==> config.mk <==
export PLATFORM = sky130hd
export DESIGN_NAME = watchdog_heartbeat_tx
export DESIGN_NICKNAME = d
export VERILOG_FILES = /design/src/rtl/params.sv /design/src/rtl/watchdog_heartbeat_tx.sv
export SDC_FILE = /design/constraint.sdc
export NUM_CORES = 1
export LEC_CHECK = 0
export CAP_MARGIN = 40
export CORE_MARGIN = 3
export CORE_UTILIZATION = 50
export CTS_CLUSTER_SIZE = 20
export DETAILED_ROUTE_END_ITERATION = 16
export PLACE_DENSITY = 0.86
export RECOVER_POWER = 25
export SLEW_MARGIN = 20
export SYNTH_ARGS = -nofsm -noshare
export SYNTH_HDL_FRONTEND = slang
export SYNTH_SLANG_ARGS = --single-unit
==> constraint.sdc <==
create_clock -name clk -period 4.4 [get_ports clk]
set_clock_uncertainty 0.1 [all_clocks]
set_input_delay 0.88 -clock clk [delete_from_list [all_inputs] [get_ports clk]]
set_output_delay 0.88 -clock clk [all_outputs]
set_load 0.05 [all_outputs]
==> src/rtl/params.sv <==
// Shared project defaults for the watchdog heartbeat transmitter.
package params;
    localparam int unsigned WATCHDOG_SIGNATURE_BITS    = 24;
    localparam logic [23:0] WATCHDOG_SIGNATURE_PATTERN = 24'hA5C3E1;
    localparam int unsigned WATCHDOG_CONTROL_TICKS     = 200;
endpackage

==> src/rtl/watchdog_heartbeat_tx.sv <==
// Watchdog heartbeat transmitter: every HEARTBEAT_INTERVAL_TICKS cycles it
// sends a frame of WATCHDOG_CMD_BYTE followed by the signature (MSB first)
// over a valid/ready byte stream.
// Optional build macro WATCHDOG_HEARTBEAT_FORCE_EN adds a force_send input
// that requests a frame immediately, regardless of enable.
module watchdog_heartbeat_tx #(
    parameter int unsigned WATCHDOG_SIGNATURE_BITS = params::WATCHDOG_SIGNATURE_BITS,
    parameter logic [WATCHDOG_SIGNATURE_BITS-1:0] WATCHDOG_SIGNATURE_PATTERN =
        params::WATCHDOG_SIGNATURE_PATTERN,
    parameter logic [7:0] WATCHDOG_CMD_BYTE = 8'h57,
    parameter int unsigned HEARTBEAT_INTERVAL_TICKS = params::WATCHDOG_CONTROL_TICKS / 2
) (
    input  logic       clk,
    input  logic       reset,
    input  logic       enable,
    input  logic       tx_ready,
`ifdef WATCHDOG_HEARTBEAT_FORCE_EN
    input  logic       force_send,
`endif
    output logic [7:0] tx_data,
    output logic       tx_valid,
    output logic       busy,
    output logic       frame_sent
);

    localparam int unsigned SIGBYTES = WATCHDOG_SIGNATURE_BITS / 8;
    localparam int unsigned IDX_W    = (SIGBYTES > 1) ? $clog2(SIGBYTES) : 1;
    localparam int unsigned CNT_W    = $clog2(HEARTBEAT_INTERVAL_TICKS);
    localparam int unsigned SHIFT_W  = IDX_W + 3;

    localparam logic [CNT_W-1:0] CNT_RELOAD = CNT_W'(HEARTBEAT_INTERVAL_TICKS - 1);
    localparam logic [IDX_W-1:0] IDX_LAST   = IDX_W'(SIGBYTES - 1);

    typedef enum logic [1:0] {
        IDLE     = 2'd0,
        SEND_CMD = 2'd1,
        SEND_SIG = 2'd2,
        DONE     = 2'd3
    } state_t;

    state_t           state_q, state_d;
    logic [CNT_W-1:0] cnt_q, cnt_d;
    logic [IDX_W-1:0] idx_q, idx_d;
    logic [7:0]       tx_data_q, tx_data_d;
    logic             tx_valid_q, tx_valid_d;
    logic             busy_q, busy_d;
    logic             frame_sent_q, frame_sent_d;
    logic             pending_q, pending_d;

    logic             expire;
    logic             consume;
    logic             xfer;

    // Signature byte at a given index (index 0 is the LSB byte).
    function automatic logic [7:0] sig_byte(input logic [IDX_W-1:0] idx);
        logic [SHIFT_W-1:0] sh;
        sh = {idx, 3'b000};
        return 8'(WATCHDOG_SIGNATURE_PATTERN >> sh);
    endfunction

    assign xfer = tx_valid_q && tx_ready;

    // Interval counter and pending request bookkeeping.
    always_comb begin
        expire    = enable && (cnt_q == '0);
        cnt_d     = cnt_q - CNT_W'(1);
        pending_d = pending_q;
        if (!enable || expire) begin
            cnt_d = CNT_RELOAD;
        end
        if (consume) begin
            pending_d = 1'b0;
        end
        if (!enable) begin
            pending_d = 1'b0;
        end
        // An expiry on the consuming edge leaves a new request pending.
        if (expire) begin
            pending_d = 1'b1;
        end
`ifdef WATCHDOG_HEARTBEAT_FORCE_EN
        if (force_send) begin
            cnt_d     = CNT_RELOAD;
            pending_d = 1'b1;
        end
`endif
    end

    // Frame FSM next-state and registered-output next values.
    always_comb begin
        state_d    = state_q;
        idx_d      = idx_q;
        tx_data_d  = tx_data_q;
        tx_valid_d = tx_valid_q;
        consume    = 1'b0;
        unique case (state_q)
            IDLE: begin
                if (pending_q) begin
                    state_d    = SEND_CMD;
                    tx_valid_d = 1'b1;
                    tx_data_d  = WATCHDOG_CMD_BYTE;
                    idx_d      = IDX_LAST;
                    consume    = 1'b1;
                end
            end
            SEND_CMD: begin
                if (xfer) begin
                    state_d   = SEND_SIG;
                    idx_d     = IDX_LAST;
                    tx_data_d = sig_byte(IDX_LAST);
                end
            end
            SEND_SIG: begin
                if (xfer) begin
                    if (idx_q == '0) begin
                        state_d    = DONE;
                        tx_valid_d = 1'b0;
                        idx_d      = IDX_LAST;
                    end else begin
                        idx_d     = idx_q - IDX_W'(1);
                        tx_data_d = sig_byte(idx_q - IDX_W'(1));
                    end
                end
            end
            DONE: begin
                state_d = IDLE;
            end
            default: begin
                state_d = IDLE;
            end
        endcase
        busy_d       = (state_d != IDLE);
        frame_sent_d = (state_d == DONE);
    end

    // State and output registers with synchronous reset.
    always_ff @(posedge clk) begin
        if (reset) begin
            state_q      <= IDLE;
            cnt_q        <= CNT_RELOAD;
            idx_q        <= IDX_LAST;
            tx_data_q    <= 8'h00;
            tx_valid_q   <= 1'b0;
            busy_q       <= 1'b0;
            frame_sent_q <= 1'b0;
            pending_q    <= 1'b0;
        end else begin
            state_q      <= state_d;
            cnt_q        <= cnt_d;
            idx_q        <= idx_d;
            tx_data_q    <= tx_data_d;
            tx_valid_q   <= tx_valid_d;
            busy_q       <= busy_d;
            frame_sent_q <= frame_sent_d;
            pending_q    <= pending_d;
        end
    end

    assign tx_data    = tx_data_q;
    assign tx_valid   = tx_valid_q;
    assign busy       = busy_q;
    assign frame_sent = frame_sent_q;

endmodule

After elaboration in Yosys (flattened, before gate mapping)
Index checks and enable logic that the tools add are counted.
- multiplexer cells: 24
- reduce and logical (&&, ||, !) cells: 14
- $add $sub $neg: 2
- equal/unequal tests: 10
- shifts and indexed selects: 1
- operators by type and width (operator ; number):
    $mux 8 ; 4
    $pmux 8 s3 ; 1
    $shr 24x5->8 const A ; 1
    $mux 2 ; 8
    $ne 2x2->1 const B ; 5
    $mux 1 ; 8
    $pmux 2 s4 ; 1
    $reduce_and 4->1 ; 2
    $logic_not 7->1 ; 1
    $sub 7x1->7 const B ; 1
    $eq 2x2->1 const B ; 3
    $pmux 2 s3 ; 1
    $reduce_and 5->1 ; 1
    $logic_not 2->1 ; 2
    $reduce_bool 2->1 ; 2
    $ne 3x1->1 const B ; 1
    $reduce_bool 3->1 ; 1
    $eq 2x1->1 const B ; 1
    $logic_and 1x1->1 ; 2
    $pmux 1 s2 ; 1
    $reduce_or 2->1 ; 1
    $sub 2x1->2 const B ; 1
    $logic_not 1->1 ; 1
    $logic_or 1x1->1 ; 1
- register bits: 23
- input bits: 4
- logic and storage cells: 59

Logic depth before layout (Yosys ltp)
Gate-level depths: netlist (run 1).
- depth after elaboration: 5
- gate-level depth with buffers: 6
- depth with buffers taken out: 6

Worst setup path after synthesis (run 1)
OpenSTA, ideal clock, no wires.
- path type: in2reg
- start: in tx_ready
- end: reg tx_data_q[0] (netlist: tx_data[0])
- setup slack: 2.440 ns
- path buffers: 0
- stages: 4
- data arrival time: 1.769 ns
- setup time: 0.091 ns
- cells stage by stage: nand2_4 > a2111oi_4 > nor3_1 > a311oi_1
- word-level cells in the longest chain between the ends: 3
- elaborated cells between the ends (all ways): 4
- those cells by class: eq/ne: 2; reduce/logical: 2
- RTL lines (item ; RTL line ; RTL):
    from (decl) ; watchdog_heartbeat_tx.sv:16 ; input logic tx_ready,
    $logic_and 1x1->1 (*) ; watchdog_heartbeat_tx.sv:61 ; assign xfer = tx_valid_q && tx_ready;
    $ne 2x2->1 (no line) ; - ;
    $reduce_and 5->1 (no line) (*) ; - ;
    to (signal assigned) ; watchdog_heartbeat_tx.sv:151 ; tx_data_q <= tx_data_d;
    to (decl) ; watchdog_heartbeat_tx.sv:44 ; logic [7:0] tx_data_q, tx_data_d;
Mark *: on every way between the ends. The rest lies on a longest branch, timed or not.
A chain may end at the register's enable or synchronous reset.

Worst setup path in the final report (run 1)
- start: reg tx_valid_q (netlist: tx_valid)
- end: out tx_valid
- RTL lines (item ; RTL line ; RTL):
    from (decl) ; watchdog_heartbeat_tx.sv:45 ; logic tx_valid_q, tx_valid_d;
    from (signal assigned) ; watchdog_heartbeat_tx.sv:152 ; tx_valid_q <= tx_valid_d;
    to (decl) ; watchdog_heartbeat_tx.sv:21 ; output logic tx_valid,
No word-level cell between the ends.

==> impl_metrics.ini, run 1 <==
[outcome]
status = complete, no violations

[detailed_routing]
routedWlPerCell_um = 13.4
ant_nets = 0
viasPerCell = 5.69
drc = 0
first_iter_violations = 20
dr.pass1.iters = 4
wirelength_um = 2140
vias = 911

[synthesis]
synth.distinct_cells = 41
avgSynthCellArea_um2 = 9.36
syn_area_um2 = 1120
synth-async-reset-ratio_pct = 0
synth_nets = 134
synth-edff-count = 0
synthTopCellsByArea = dfxtp_1 (39%), ha_1 (11%), nand2_1 (4.7%), a311oi_1 (3.1%), nor3_1 (2.7%)
synth_common_cells = dfxtp_1 (22), nand2_1 (14), ha_1 (10)
yosys.area.top_type = dfxtp_1
synth_ff_type = dfxtp_1
yosysSeqAreaShare_pct = 39.2
synth_most_common_cell = dfxtp_1
ys_seq_elements = 22
yosysWarnings = 0
synthCells = 120
yosysTopAreaCellShare_pct = 39.2

[critical_path]
cp-end-kind = output pin
slowest_stage = clkdlybuf4s50_1
ff2ff_path_depth = 6
crit_type = reg -> out
worst-endpoint-arrival_ps = 1620
reg2reg_to = idx_q[0]
cpLargestDelayFamily = buffers and inverters
reg2reg_slack_ps = 2220
worst-path-buf-inv = 1
cp.depth = 1
crit_chain = clkdlybuf4s50_1
cp.required_ps = 3420
cp_slowest_stage_delay_ps = 850
cp-start-kind = flop
crit_fanout = 5
timing.rr.start = state_q[0]

[timing]
finalHoldViolations = 0
setup_viol = 0
slew_viol_final = 0
setup_tns_ps = 0
max_freq_mhz = 384
fin_ws_ps = 1800
fin_crit_ps = 2600
rsz0062_at_grt = false
worst_pin_slew_ps = 514
max_slew_margin_pct = 65.6
timing.final.crit_share_pct = 59.2

[clock_tree]
post-cts-setup-buffers = 0
cts_made_buffers = 3
cts_buffer_depth = 2
cts_tree = built
clkTransAtPathRegs_ps = 120
h-tree-depth = 1
cts_resized = 0
cts.sinks = 22
hold_buffers = 0
cts_root_buffer = clkbuf_4
clock_latency_ps = 300

[floorplanning]
num_rows = 16
initial_utilization_pct = 55.0
die_h_um = 53.4
dieArea_um2 = 2850
ios = 15
fp.coreArea_um2 = 2040
die_x_um = 53.4

[global_routing]
grt_remaining_overflow = 0
grtUsageTotal_pct = 18.2
antenna_found_initial = 0
grt_pass1_vias = 874
grt_max_degree = 14
grt_pass1_wl_um = 3860

[final_layout]
final_nets = 149
drive_gt1_share_pct = 6.02
area_growth_syn_to_layout_pct = 15.1
design_area_um2 = 1290
diodes = 0

[placement]
dpl.hpwl_um = 1640
placed_area_um2 = 1270
gp_congestion = 0.793
io_buffers = 13
pre_cts_ws_ps = 1730

[hold_path]
min_from = cnt_q[0]
min_path_type = reg -> reg
hold_depth = 1
hold_end = cnt_q[0]

[power_and_ir_drop]
irDropWorstVdd_v = 0.000206
p_leak_nw = 0.488
power_density_nw_per_um2 = 309
finalPower_uw = 400

[job]
drv_cap = 0
report_power, final:
part | switching, mW | internal (mW)
clock | 0.0565 | 0.0319
sequential | 0.00747 | 0.209
combinational | 0.0608 | 0.0341
total | 0.125 | 0.275
how the worst max path moves through the flow:
stage,startpoint,to
2_1_floorplan,tx_ready,tx_data[0]
3_3_place_gp,tx_ready,tx_data[1]
3_5_place_dp,tx_ready,tx_data[1]
4_1_cts,tx_valid,tx_valid
5_1_grt,tx_valid,tx_valid
6_report,tx_valid,tx_valid
cell families after synthesis:
logic type,share of synthesized area (%)
DFF,39.2
buffers and inverters,3.79
other,0.334
and+or+nand+nor,22.9
muxes,1.00
adders and majority gates,11.1
xor gates and xnor gates,3.12
AOI/OAI and AO/OA,18.5
sequential cells by signal, summed over array words and instances (netlist names):
signal,cells
busy,1
cnt_q,7
frame_sent,1
idx_q,2
pending_q,1
state_q,2
tx_data,7
tx_valid,1
layout make-up:
class	count	area (µm²)
Clock buffer	3	22.5
Fill cell	179	748
Inverter	7	26.3
Multi-Input combinational cell	88	641
Sequential cell	22	440
Tap cell	27	33.8
Timing Repair Buffer	13	130
placed cells by master (no fill, tap or decap), types with 2 or more instances in the layout:
cell type,instances
dlygate4sd3_1,2
nand2b_1,2
nor3_1,6
ha_1,10
clkdlybuf4s50_1,11
o21ai_0,2
nand3_1,4
a211oi_1,2
clkbuf_4,3
dfxtp_1,22
and2_1,2
nor2_1,7
o211ai_1,3
a311oi_1,4
a21oi_1,4
nor2b_1,2
inv_1,7
nand2_1,14
xnor2_1,3
stage by stage:
step / utilization, % / hold slack [ps] / cells
2_1_floorplan: - / 285 / 120
3_3_place_gp: 62.3 / 302 / 157
3_5_place_dp: 62.3 / 311 / 157
4_1_cts: 63.4 / 338 / 160
5_1_grt: 63.4 / 361 / 160
6_report: 63.4 / 331 / 160
metal layers:
metal  routed length, µm  global-route usage [%]  vias up  part of all wire [%]
met5                   0                       0        -                     0
met4                  21                    6.38        0                  0.98
met3                  84                    3.38        2                   3.9
met2                1050                    31.2       28                    49
met1                 979                    22.4      425                    46
li1                    -                       -      456                     -
Power figures use the tool's default switching activity.
==> inputs of run 2 (changes only) <==
Settings changed: CORE_UTILIZATION 50 to 48.
Clock period 4.4 ns to 2.3 ns, I/O delays scaled along.
==> impl_metrics.ini, run 2 (synthesis results as in run 1) <==
[outcome]
status = complete, no violations

[timing]
worst_pin_slew_ps = 566
rsz0062_at_grt = false
setup_tns_ps = 0
finalHoldViolations = 0
timing.final.crit_share_pct = 93.5
hold_slack_ps = 336
fin_crit_ps = 2150
max_freq_mhz = 465
slew_viol_final = 0
max_slew_margin_pct = 61.9
setup_viol = 0

[critical_path]
slowest_stage = clkdlybuf4s50_1
cp-end-kind = output pin
crit_type = reg -> out
worst-path-buf-inv = 1
startpoint = tx_valid
timing.rr.start = state_q[0]
reg2reg_slack_ps = 230
cpLargestDelayFamily = buffers and inverters
cp_slowest_stage_delay_ps = 840
cp.required_ps = 1740
worst-endpoint-arrival_ps = 1590
crit_fanout = 5
cp-start-kind = flop
crit_chain = clkdlybuf4s50_1

[floorplanning]
die_x_um = 54.4
num_rows = 16
initial_utilization_pct = 54.0
die_h_um = 54.4
ios = 15
fp.coreArea_um2 = 2080
dieArea_um2 = 2960

[global_routing]
grtUsageTotal_pct = 17.5
grt_max_degree = 13
antenna_found_initial = 0
grt_remaining_overflow = 0
grt-busiest-layer = met2
use_met1_pct = 21.4
grtUsageMet3_pct = 2.45
grt_pass1_vias = 865
grt_pass1_wl_um = 3750
grtUsageMet2_pct = 30.3

[final_layout]
multi_input_area_um2 = 641
final_nets = 151
seq_area_um2 = 440
design_area_um2 = 1310
final_cell_mix = dfxtp_1 (22), nand2_1 (14), clkdlybuf4s50_1 (13)
fill_cells = 196
layout_commonest_cell = dfxtp_1
drive_gt1_share_pct = 7.41
layoutNonFillerInstCount = 162
area_growth_syn_to_layout_pct = 16.5
diodes = 0

[power_and_ir_drop]
irDropWorstVdd_v = 0.000432
p_leak_nw = 0.499
p_clk_share_pct = 21.9
p_seq_share_pct = 54.3
power_density_nw_per_um2 = 584
combPwrFrac_pct = 23.8
sw_frac_of_total_pct = 30.9
cell_internal_pwr_uw = 528
switchingPower_uw = 237

[clock_tree]
cts_resized = 0
clock_latency_ps = 300
cts_buffer_depth = 2
cts_tree = built
cts.sinks = 22
clkTransAtPathRegs_ps = 110
post-cts-setup-buffers = 0
cts_made_buffers = 3
h-tree-depth = 1
hold_buffers = 0
cts_root_buffer = clkbuf_4

[detailed_routing]
wirelength_um = 2130
first_iter_violations = 27
dr.pass1.iters = 4
viasPerCell = 5.53
vias = 896
routedWlPerCell_um = 13.1
drc = 0
ant_nets = 0

[placement]
placed_area_um2 = 1290
gp_congestion = 0.821
io_buffers = 13
dpl.hpwl_um = 1670
dp.cells = 159

[hold_path]
min_from = cnt_q[0]
min_path_type = reg -> reg

[job]
drv_cap = 0
[run 2: changes by cell type in the layout (fill, tap and decap cells not counted), sizes merged]
cell           before  now
buf                 0    2
clkdlybuf4s50      11   13
dlygate4sd3         2    0
[run 2: path summary, 6_finish.rpt]
path / end / cells after the start
worst max-delay path: tx_valid / 1
worst min-delay path: cnt_q[0] / 1
worst max register to register: tx_data[1] / 6
worst min register to register: cnt_q[0] / 1
[run 2: per-stage QoR]
stage	setup WS [ps]	utilization (%)	total power, mW
4_1_cts	134	62.9	0.772
3_5_place_dp	61.2	61.8	0.605
6_report	149	62.9	0.765
5_1_grt	93.3	62.9	0.799
2_1_floorplan	434	-	0.555
3_3_place_gp	146	61.8	0.601
[run 2: per-layer routing]
metal	wire length (µm)	part of all wire (%)
met5	0	0
met4	23	1.1
met3	91	4.3
met2	1060	50
met1	954	45
[run 2: layout make-up]
class	instances	share of cell area, %
sequential	22	33.7
timing repair buffer	15	11.1
clock buffer	3	1.72
inverter	7	2.01
tap	27	2.58
multi-input combinational	88	48.9
[run 2: power groups by stage]
stage	Sequential [mW]	Combinational, mW	Clock [mW]
after global routing	0.418	0.197	0.183
after CTS	0.415	0.182	0.175
after floorplan	0.469	0.0853	0
final	0.415	0.182	0.168
after detailed placement	0.424	0.182	0
after global placement	0.423	0.178	0
